`src/rtl/ptcalc_pt_pkg.sv`:
```
// Shared defaults, a constant clog2 helper and the accumulator FSM state type
// for the ptcalc pT accumulate/round/saturate stage.
package ptcalc_pt_pkg;

  localparam int unsigned PROD_W_DEF    = 33;
  localparam int unsigned MAX_TERMS_DEF = 8;
  localparam int unsigned SHIFT_DEF     = 8;
  localparam int unsigned PT_W_DEF      = 16;

  // Ceiling log2; usable in constant expressions.
  function automatic int unsigned clog2(input int unsigned v);
    int unsigned r;
    r = 0;
    for (int unsigned i = 0; i < 32; i++) begin
      if ((32'd1 << i) < v) r = i + 1;
    end
    return r;
  endfunction

  typedef enum logic [1:0] {ACC, RND, OUT} state_t;

endpackage

```
`src/rtl/ptcalc_round_clamp.sv`:
```
// Combinational round-half-up, arithmetic rescale by SHIFT, and clamp of a
// signed accumulator to an unsigned PT_W word with a saturation flag.
module ptcalc_round_clamp #(
  parameter int unsigned ACC_W = 36,
  parameter int unsigned SHIFT = 8,
  parameter int unsigned PT_W  = 16
) (
  input  logic signed [ACC_W-1:0] acc_i,
  output logic        [PT_W-1:0]  pt_o,
  output logic                    sat_o
);

  // One extra bit so adding the rounding constant can never wrap.
  localparam logic signed [ACC_W:0] HALF = (ACC_W+1)'(1) << (SHIFT - 1);

  logic signed [ACC_W:0] sum_s;
  logic signed [ACC_W:0] r_s;

  // Round, shift, then clamp: negative -> 0, too large -> all ones.
  always_comb begin
    sum_s = {acc_i[ACC_W-1], acc_i} + HALF;
    r_s   = sum_s >>> SHIFT;
    pt_o  = r_s[PT_W-1:0];
    sat_o = 1'b0;
    if (r_s[ACC_W]) begin
      pt_o  = '0;
      sat_o = 1'b1;
    end else if (|r_s[ACC_W-1:PT_W]) begin
      pt_o  = '1;
      sat_o = 1'b1;
    end
  end

endmodule

```
`src/rtl/ptcalc_pt_accum_sat.sv`:
```
// pT accumulate/round/saturate stage: sums signed products of one evaluation,
// rounds and clamps on the last term, and offers the result on valid/ready.
// Optional saturation event counter enabled by PTCALC_PT_SAT_CNT_EN.
module ptcalc_pt_accum_sat
  import ptcalc_pt_pkg::*;
#(
  parameter int unsigned PROD_W    = PROD_W_DEF,
  parameter int unsigned MAX_TERMS = MAX_TERMS_DEF,
  parameter int unsigned SHIFT     = SHIFT_DEF,
  parameter int unsigned PT_W      = PT_W_DEF
) (
  input  logic              ap_clk,
  input  logic              ap_rst,
  input  logic [PROD_W-1:0] prod_din,
  input  logic              prod_vld,
  input  logic              prod_last,
  output logic              prod_rdy,
  output logic [PT_W-1:0]   pt_dout,
  output logic              pt_sat,
  output logic              pt_err,
  output logic              pt_vld,
  input  logic              pt_rdy
`ifdef PTCALC_PT_SAT_CNT_EN
  ,
  output logic [15:0]       sat_cnt
`endif
);

  localparam int unsigned CNT_W = clog2(MAX_TERMS);
  localparam int unsigned ACC_W = PROD_W + CNT_W;
  localparam logic [CNT_W-1:0] LAST_CNT = CNT_W'(MAX_TERMS - 1);

  state_t state_q, state_d;

  logic signed [ACC_W-1:0] acc_q, acc_d;
  logic signed [ACC_W-1:0] prod_ext;
  logic [CNT_W-1:0]        cnt_q, cnt_d;
  logic                    err_q, err_d;
  logic [PT_W-1:0]         dout_q, dout_d;
  logic                    sat_q, sat_d;
  logic                    perr_q, perr_d;
  logic                    accept, hshake, term_end;
  logic [PT_W-1:0]         rc_pt;
  logic                    rc_sat;

  assign prod_ext = {{CNT_W{prod_din[PROD_W-1]}}, prod_din};

  ptcalc_round_clamp #(
    .ACC_W (ACC_W),
    .SHIFT (SHIFT),
    .PT_W  (PT_W)
  ) u_round_clamp (
    .acc_i (acc_q),
    .pt_o  (rc_pt),
    .sat_o (rc_sat)
  );

  // State register.
  always_ff @(posedge ap_clk or posedge ap_rst) begin
    if (ap_rst) state_q <= ACC;
    else        state_q <= state_d;
  end

  // Next state: ACC until the closing term, one RND cycle, OUT until taken.
  always_comb begin
    state_d = state_q;
    case (state_q)
      ACC:     if (accept && term_end) state_d = RND;
      RND:     state_d = OUT;
      OUT:     if (pt_rdy) state_d = ACC;
      default: state_d = ACC;
    endcase
  end

  // Handshake outputs decoded from state only.
  always_comb begin
    prod_rdy = (state_q == ACC) && !ap_rst;
    pt_vld   = (state_q == OUT);
    accept   = prod_vld && prod_rdy;
    hshake   = pt_vld && pt_rdy;
    term_end = prod_last || (cnt_q == LAST_CNT);
  end

  // Datapath next values: accumulate, capture rounded result, clear on handoff.
  always_comb begin
    acc_d  = acc_q;
    cnt_d  = cnt_q;
    err_d  = err_q;
    dout_d = dout_q;
    sat_d  = sat_q;
    perr_d = perr_q;
    if (accept) begin
      acc_d = acc_q + prod_ext;
      cnt_d = cnt_q + CNT_W'(1);
      if (!prod_last && (cnt_q == LAST_CNT)) err_d = 1'b1;
    end
    if (state_q == RND) begin
      dout_d = rc_pt;
      sat_d  = rc_sat;
      perr_d = err_q;
    end
    if (hshake) begin
      acc_d = '0;
      cnt_d = '0;
      err_d = 1'b0;
    end
  end

  // Datapath registers.
  always_ff @(posedge ap_clk or posedge ap_rst) begin
    if (ap_rst) begin
      acc_q  <= '0;
      cnt_q  <= '0;
      err_q  <= 1'b0;
      dout_q <= '0;
      sat_q  <= 1'b0;
      perr_q <= 1'b0;
    end else begin
      acc_q  <= acc_d;
      cnt_q  <= cnt_d;
      err_q  <= err_d;
      dout_q <= dout_d;
      sat_q  <= sat_d;
      perr_q <= perr_d;
    end
  end

  assign pt_dout = dout_q;
  assign pt_sat  = sat_q;
  assign pt_err  = perr_q;

`ifdef PTCALC_PT_SAT_CNT_EN
  logic [15:0] sat_cnt_q;

  // Count clamped results, sticking at the maximum.
  always_ff @(posedge ap_clk or posedge ap_rst) begin
    if (ap_rst) begin
      sat_cnt_q <= '0;
    end else if ((state_q == RND) && rc_sat && (sat_cnt_q != 16'hFFFF)) begin
      sat_cnt_q <= sat_cnt_q + 16'd1;
    end
  end

  assign sat_cnt = sat_cnt_q;
`endif

endmodule

```
`config.mk`:
```
export PLATFORM = sky130hd
export DESIGN_NAME = ptcalc_pt_accum_sat
export DESIGN_NICKNAME = d
export VERILOG_FILES = /design/src/rtl/ptcalc_pt_pkg.sv /design/src/rtl/ptcalc_round_clamp.sv /design/src/rtl/ptcalc_pt_accum_sat.sv
export SDC_FILE = /design/constraint.sdc
export NUM_CORES = 1
export LEC_CHECK = 0
export CORE_ASPECT_RATIO = 1.75
export CORE_UTILIZATION = 55
export DETAILED_ROUTE_END_ITERATION = 10
export PLACE_DENSITY = 0.89
export SETUP_SLACK_MARGIN = 0.1
export SLEW_MARGIN = 25
export SYNTH_ARGS = -nofsm -noshare
export SYNTH_HDL_FRONTEND = slang
export SYNTH_SLANG_ARGS = --single-unit
```
`constraint.sdc`:
```
create_clock -name ap_clk -period 3.4 [get_ports ap_clk]
set_input_delay 0.68 -clock ap_clk [delete_from_list [all_inputs] [get_ports ap_clk]]
set_output_delay 0.68 -clock ap_clk [all_outputs]
set_load 0.05 [all_outputs]
```
# [Yosys cells after proc, flatten, opt, wreduce, memory -nomap -nowiden]
# Cells that the tools add are included.
[classes] add_sub_neg=3 eq_ne=5 muxes=14 reduce_logical=14
[ops] operator="$mux W36" n=2
[ops] operator="$add A36 B9 Y37 const B" n=1
[ops] operator="$add A36 B33 Y36" n=1
[ops] operator="$mux W16" n=2
[ops] operator="$reduce_or A13 Y1" n=1
[ops] operator="$mux W3" n=2
[ops] operator="$pmux W2 S3" n=1
[ops] operator="$logic_and A1 B1 Y1" n=5
[ops] operator="$mux W1" n=5
[ops] operator="$mux W2" n=2
[ops] operator="$reduce_and A2 Y1" n=2
[ops] operator="$reduce_bool A2 Y1" n=2
[ops] operator="$add A3 B1 Y3 const B" n=1
[ops] operator="$eq A3 B3 Y1 const B" n=1
[ops] operator="$eq A2 B1 Y1 const B" n=1
[ops] operator="$eq A2 B2 Y1 const B" n=1
[ops] operator="$logic_not A1 Y1" n=2
[ops] operator="$logic_not A2 Y1" n=1
[ops] operator="$ne A2 B1 Y1 const B" n=1
[ops] operator="$ne A2 B2 Y1 const B" n=1
[ops] operator="$logic_or A1 B1 Y1" n=1
[totals] regBits=60 in_bits=38 output_inout_bits=20 wordCells=43

# [Depth between registers and ports, before layout]
# Gate-level depths: netlist of the first run.
[depth] ltp_word=6 mapped_depth=12 ltp_nobuf=11

# [Hierarchy]
# From an unflattened synthesis of the first run, not the netlist that was laid out.
[hier_totals] hier_cells=528 area_unflattened_um2=4739.5
[by_module_without_submodules] module="ptcalc_pt_accum_sat" instances=1 cells_each=430 area_each_um2=4058.9 seq_area_each_um2=1501.4
[by_module_without_submodules] module="ptcalc_round_clamp" instances=1 cells_each=98 area_each_um2=680.7 seq_area_each_um2=0.0

# [Least setup slack after synthesis of the first run]
# OpenSTA, ideal clock, no wires.
[synth_timing] path_kind="input to register" startpoint="input ap_rst" endpoint="register acc_q[35]" setup_time_ps=121 t_arrival_ps=3032 required_ps=3279 setup_slack_ps=248 stages=4 path_buffers=0 cell_sequence="nor3_1 > nand2_1 > or4_4 > a41o_1"
[synth_between] elab_chain_len=4
[synth_rtl] element="from (decl)" line="ptcalc_pt_accum_sat.sv:13" rtl="input logic ap_rst,"
[synth_rtl] element="$logic_not A1 Y1 (no line)"
[synth_rtl] element="$logic_and A1 B1 Y1" line="ptcalc_pt_accum_sat.sv:77" rtl="prod_rdy = (state_q == ACC) && !ap_rst;"
[synth_rtl] element="$logic_and A1 B1 Y1" line="ptcalc_pt_accum_sat.sv:79" rtl="accept = prod_vld && prod_rdy;"
[synth_rtl] element="$reduce_bool A2 Y1 (no line)"
[synth_rtl] element="to (signal assigned)" line="ptcalc_pt_accum_sat.sv:112" rtl="acc_q <= '0;"
[synth_rtl] element="to (signal assigned)" line="ptcalc_pt_accum_sat.sv:119" rtl="acc_q <= acc_d;"
[synth_rtl] element="to (decl)" line="ptcalc_pt_accum_sat.sv:35" rtl="logic signed [ACC_W-1:0] acc_q, acc_d;"
# No other way between the ends.
# A chain may end at the register's enable or synchronous reset.

# [Worst setup path in the final report of the first run]
[layout_timing] startpoint="input prod_din[0]" endpoint="register acc_q[32]"
[layout_between] elab_chain_len=3
[layout_rtl] element="from (decl)" line="ptcalc_pt_accum_sat.sv:14" rtl="input logic [PROD_W-1:0] prod_din,"
[layout_rtl] element="$add A36 B33 Y36" line="ptcalc_pt_accum_sat.sv:93" rtl="acc_d = acc_q + prod_ext;"
[layout_rtl] element="$mux W36" line="ptcalc_pt_accum_sat.sv:92" rtl="if (accept) begin"
[layout_rtl] element="$mux W36" line="ptcalc_pt_accum_sat.sv:102" rtl="if (hshake) begin"
# No other way between the ends. The select of a mux whose other input is x is not followed.

==> flow_metrics.env, run 1 <==
export IMPL_portBuffers=57
export IMPL_ant_nets=0
export IMPL_synth_seq_cells=60
export IMPL_antenna_cells=0
export IMPL_fmax_mhz=312
export IMPL_drive_gt1_share_pct=12.6
export IMPL_synth_edf_count=0
export IMPL_hold_viol=0
export IMPL_grtUsageMet1_pct=33.6
export IMPL_wl_per_cell_microns=18.5
export IMPL_grt_pass1_wl_microns=21900
export IMPL_place_congestion=0.952
export IMPL_grt_ovfl_total=0
export IMPL_synth_top_area_cell="dfrtp_1"
export IMPL_cts_buffers=9
export IMPL_max_slew_margin_rel_pct=61.5
export IMPL_clockBufferDepth=2
export IMPL_critPathMaxFanout=3
export IMPL_syn_nets=614
export IMPL_hold_path_class="flop to flop"
export IMPL_dp_slack_ns=-0.259
export IMPL_synth_warnings=0
export IMPL_fillers=568
export IMPL_clk_latency_ns=0.35
export IMPL_yosys_top_cells_area="dfrtp_1, ha_1, a21oi_1"
export IMPL_route_vias_total=4633
export IMPL_outcome="finished with violations"
export IMPL_post_cts_setup_buffers=0
export IMPL_syn_inst=537
export IMPL_clkSinkCount=60
export IMPL_synth_most_common_cell="a21oi_1"
export IMPL_fp_row_count=43
export IMPL_regArea_sq_um=1500
export IMPL_timing_final_crit_period_ns=3.20
export IMPL_yosysSeqAreaShare_pct=32.9
export IMPL_met2_usage_pct=59.3
export IMPL_ir_worst_vdd_uv=506
export IMPL_worstSetupPathType="input port to flop"
export IMPL_cts_tree="done"
export IMPL_drc=6
export IMPL_violations="DRC"
export IMPL_final_setup_worst_slack_ns=0.196
export IMPL_rsz0062_at_grt="no"
export IMPL_critical_path_required_ns=3.65
export IMPL_endpoint_kind="flop"
export IMPL_yosys_cell_types_count=56
export IMPL_areaGrowthSynthToFinish_pct=27.6
export IMPL_path_clk_slew_ns=0.06
export IMPL_post_cts_resized=1
export IMPL_leakage_uw=0.00259
export IMPL_grt_busiest_layer="met2"
export IMPL_yosys_top_cells_count="a21oi_1, dfrtp_1, o21ai_0"
export IMPL_setup_viol=0
export IMPL_dieHeight_microns=123
export IMPL_htreeDepth=3
export IMPL_maxCapViolations=0
export IMPL_cts_root_buf="clkbuf_16"
export IMPL_cp_arrival_ns=3.46
export IMPL_slew_viol_final=0
export IMPL_drt_total_wl_microns=13400
export IMPL_nets=706
export IMPL_fp_dieArea_sq_um=8690
export IMPL_finalCritPeriodShare_pct=94.2
export IMPL_grt_use_total_pct=32.9
export IMPL_multiInputGateArea_sq_um=2930
export IMPL_dp_cells=708
export IMPL_synth_top_area_share_pct=32.9
export IMPL_skew_ns=0.0104
export IMPL_use_met3_pct=5.25
export IMPL_drtPass1Iterations=8
export IMPL_final_cells=724
export IMPL_synthFlopType="dfrtp_1"
export IMPL_grt_pass1_vias=4825
export IMPL_pin_count=58
export IMPL_synthesis_area_sq_um=4570
export IMPL_postCtsHoldBufs=0
export IMPL_crit_path_start_kind="input port"
export IMPL_antenna_found_initial=0
export IMPL_dp_hpwl_microns=9440
export IMPL_grt_max_degree=56
export IMPL_powerDensity_nw_per_um2=949
export IMPL_drt_initial_drc_count=432
export IMPL_tightest_slew_ns=0.576
export IMPL_die_w_microns=70.9
export IMPL_via_per_inst=6.40
export IMPL_initial_utilization_pct=57.4
export IMPL_avgSynthCellArea_sq_um=8.51
export IMPL_power_total_uw=5530
export IMPL_synth_async_reset_ratio_pct=100
export IMPL_core_area_sq_um=7960
-- worst paths after layout --
path                             startpoint          to  cells after the start  slack, ns
worst max-delay path            prod_din[0]   acc_q[32]                     12       0.20
worst max register to register     acc_q[9]  pt_dout[1]                      9       0.51
worst min register to register     cnt_q[1]    cnt_q[1]                      2       0.51
max in group asynchronous            ap_rst   acc_q[26]                      3       2.28
min in group asynchronous            ap_rst   acc_q[34]                      2       0.57
worst min-delay path               cnt_q[1]    cnt_q[1]                      2       0.51
-- routing by layer --
metal / vias up / wire, microns
met5: - / 0
met4: 0 / 841
met3: 74 / 697
met2: 208 / 7060
met1: 2185 / 4820
li1: 2166 / -
-- flip-flops by register name (all words and copies together), names as in the netlist --
register / flops
state_q: 2
acc_q: 36
cnt_q: 3
pt_sat: 1
pt_err: 1
err_q: 1
pt_dout: 16
-- layout make-up --
cell class / instances / area share, %
clock inverters: 5 / 1.03
multi-input cells: 441 / 50.3
flip-flops and latches: 60 / 25.8
repair buffers: 103 / 15.9
well taps: 90 / 1.93
inverters: 14 / 0.901
clock buffers: 11 / 4.16
-- layout by cell type, fill, tap and decap left out, drive strengths merged, types with 6 or more instances in the layout --
cell type / count
a21oi: 66
dfrtp: 60
o21ai: 58
clkdlybuf4s50: 57
nand3: 52
buf: 46
nand2: 44
ha: 38
nor2: 27
xnor2: 26
xor2: 23
inv: 15
a21o: 13
nand4: 11
clkbuf: 11
o21bai: 10
o31ai: 8
and3: 6
-- power breakdown --
part           total [uW]  leakage [uW]  internal [uW]  switching [uW]
combinational        3210       0.00171           1400            1810
sequential           1380      0.000725           1020             359
clock                 945      0.000146            590             356
total                5530       0.00259           3010            2520
-- logic make-up (layout without fill, tap and decap cells) --
kind of cell	count (synthesis)	count (layout)	share of synthesized area (%)
and+or+nand+nor	164	164	17.6
AOI/OAI and AO/OA	186	186	25.3
DFF	60	60	32.9
xor gates and xnor gates	49	49	9.39
adders and majority gates	39	39	10.8
buffers and inverters	36	133	3.31
muxes	3	3	0.685
-- worst max-delay path, cell delays in order --
cell	delay, ns
clkdlybuf4s50_1	0.47
ha_2	0.21
fa_1	0.21
a21o_1	0.13
a21oi_1	0.09
o21a_1	0.20
or4_4	0.54
a21oi_2	0.18
a21oi_2	0.10
nor4_2	0.32
nor3_1	0.09
o31ai_1	0.23
-- stage by stage --
stage                     cell area, sq um  hold slack, ns  util [%]  TNS [ns]
after global placement                5510           0.471      69.2    -0.333
after detailed placement              5510           0.493      69.2    -0.968
final                                 5830           0.505      73.2         0
after floorplan                       4570           0.460         -         0
after global routing                  5830           0.520      73.2         0
after CTS                             5820           0.507      73.1         0
(Power assumes the default switching activity.)
==> run 2: changes to the inputs <==
--- a/config.mk
+++ b/config.mk
@@ -8,7 +8,7 @@
 export CORE_ASPECT_RATIO = 1.75
 export CORE_UTILIZATION = 55
 export DETAILED_ROUTE_END_ITERATION = 10
-export PLACE_DENSITY = 0.89
+export PLACE_DENSITY = 0.79
 export SETUP_SLACK_MARGIN = 0.1
 export SLEW_MARGIN = 25
 export SYNTH_ARGS = -nofsm -noshare
==> flow_metrics.env, run 2 (synthesis gave the netlist of run 1 again) <==
export IMPL_outcome="finished with violations"
export IMPL_violations="DRC"
export IMPL_drc=12
export IMPL_maxCapViolations=0
export IMPL_cts_buffers=9
export IMPL_critical_path_top_delay_family="compound AO/OA/AOI/OAI gates"
export IMPL_ir_worst_vdd_uv=574
export IMPL_wl_per_cell_microns=16.9
export IMPL_htreeDepth=3
export IMPL_core_area_sq_um=7960
export IMPL_p_clk_share_pct=17.0
export IMPL_grt_use_total_pct=30.6
export IMPL_critical_path_required_ns=3.62
export IMPL_combPwrFrac_pct=58.2
export IMPL_power_total_uw=5480
export IMPL_post_cts_setup_buffers=0
export IMPL_grt_ovfl_total=0
export IMPL_largest_register="acc_q"
export IMPL_dieHeight_microns=123
export IMPL_areaGrowthSynthToFinish_pct=28.6
export IMPL_fillers=605
export IMPL_max_slew_margin_rel_pct=42.8
export IMPL_grt_pass1_vias=4536
export IMPL_slew_viol_final=0
export IMPL_cts_tree="done"
export IMPL_tightest_slew_ns=0.856
export IMPL_drtPass1Iterations=8
export IMPL_fp_row_count=43
export IMPL_p_int_uw=3050
export IMPL_clk_latency_ns=0.34
export IMPL_p_seq_share_pct=24.8
export IMPL_antenna_found_initial=0
export IMPL_powerDensity_nw_per_um2=933
export IMPL_slowest_delay_ns=0.51
export IMPL_drt_total_wl_microns=12400
export IMPL_postCtsHoldBufs=0
export IMPL_setup_viol=0
export IMPL_skew_ns=0.00423
export IMPL_rsz0062_at_grt="yes"
export IMPL_switchingPower_uw=2420
export IMPL_post_cts_resized=0
export IMPL_crit_path_start_kind="input port"
export IMPL_met2_usage_pct=58.5
export IMPL_largest_reg_flops=36
export IMPL_timing_final_crit_period_ns=3.21
export IMPL_grt_pass1_wl_microns=20800
export IMPL_fin_util_pct=73.8
export IMPL_fmax_mhz=311
export IMPL_critPathMaxFanout=3
export IMPL_clkSinkCount=60
export IMPL_layout_commonest_cell="a21oi_1"
export IMPL_initial_utilization_pct=57.4
export IMPL_die_w_microns=70.9
export IMPL_hold_viol=0
export IMPL_worstSetupPathType="input port to flop"
export IMPL_drt_initial_drc_count=353
export IMPL_portBuffers=57
export IMPL_path_clk_slew_ns=0.05
export IMPL_dp_hpwl_microns=9080
export IMPL_fp_dieArea_sq_um=8690
export IMPL_hold_path_class="flop to flop"
export IMPL_drive_gt1_share_pct=13.9
export IMPL_ant_nets=0
export IMPL_finalCritPeriodShare_pct=94.5
export IMPL_cp_arrival_ns=3.44
export IMPL_grt_max_degree=73
export IMPL_place_congestion=0.926
export IMPL_switching_share_pct=44.3
export IMPL_route_vias_total=4464
export IMPL_via_per_inst=6.12
export IMPL_grt_busiest_layer="met2"
export IMPL_cp_cell_sequence="clkdlybuf4s50_1, ha_1, a211oi_2, o21ai_1, a21oi_2, o311a_4, o31ai_4, a31oi_1, or4_4, a41o_1"
export IMPL_setup_tns_ns=0
export IMPL_cts_root_buf="clkbuf_16"
export IMPL_antenna_cells=0
export IMPL_endpoint_kind="flop"
export IMPL_grtUsageMet1_pct=32.3
export IMPL_clockBufferDepth=2
export IMPL_nets=712
export IMPL_pin_count=58
export IMPL_use_met3_pct=5.25
export IMPL_slowest_stage="or4_4"
export IMPL_mostFrequentLayoutCells="a21oi_1, dfrtp_1, o21ai_0, clkdlybuf4s50_1"
export IMPL_leakage_uw=0.00261
export IMPL_cp_num_buf_inv=1
run 2: through the flow:
step / hold slack, ns / instance area [sq um] / instances / setup WS, ns
2_1_floorplan: 0.460 / 4570 / 537 / 0.248
3_3_place_gp: 0.479 / 5550 / 714 / -0.107
3_5_place_dp: 0.479 / 5550 / 714 / -0.150
4_1_cts: 0.490 / 5850 / 730 / 0.169
5_1_grt: 0.503 / 5870 / 730 / 0.106
6_report: 0.484 / 5870 / 730 / 0.186
run 2: worst register-to-register path, delay by kind of cell, from the launching register on:
family          cells  cell delay (ns)
flops               1             0.44
compound gates      3             0.70
simple gates        5             1.56
run 2: final cells by class:
class / instances / area, sq um / area share (%)
Clock buffer: 12 / 256 / 4.37
Clock inverter: 4 / 47.5 / 0.810
Inverter: 14 / 52.6 / 0.895
Multi-Input combinational cell: 441 / 2940 / 50.1
Sequential cell: 60 / 1500 / 25.6
Tap cell: 90 / 113 / 1.92
Timing Repair Buffer: 109 / 961 / 16.4
run 2: final timing paths:
check | slack [ns] | cells after the start | startpoint | end
max reg2reg | 0.55 | 8 | acc_q[9] | pt_dout[11]
min reg2reg | 0.48 | 1 | err_q | err_q
min | 0.48 | 1 | err_q | err_q
max | 0.19 | 10 | prod_din[1] | acc_q[35]
max in group asynchronous | 2.03 | 3 | ap_rst | pt_dout[0]
min in group asynchronous | 0.71 | 2 | ap_rst | acc_q[33]
run 2: power by group through the flow:
| stage | combinational [uW] | clock, uW | sequential [uW] |
|---|---|---|---|
| floorplan | 1780 | 0 | 1630 |
| global placement | 3040 | 0 | 1340 |
| detailed placement | 3110 | 0 | 1360 |
| CTS | 3150 | 938 | 1350 |
| global route | 3500 | 965 | 1400 |
| finish | 3190 | 933 | 1360 |
run 2: layer usage:
metal	part of all wire (%)	wire (microns)	vias to the layer above
li1	-	-	2177
met1	38	4680	2131
met2	56	6890	121
met3	3.5	437	35
met4	3.0	369	0
met5	0	0	-
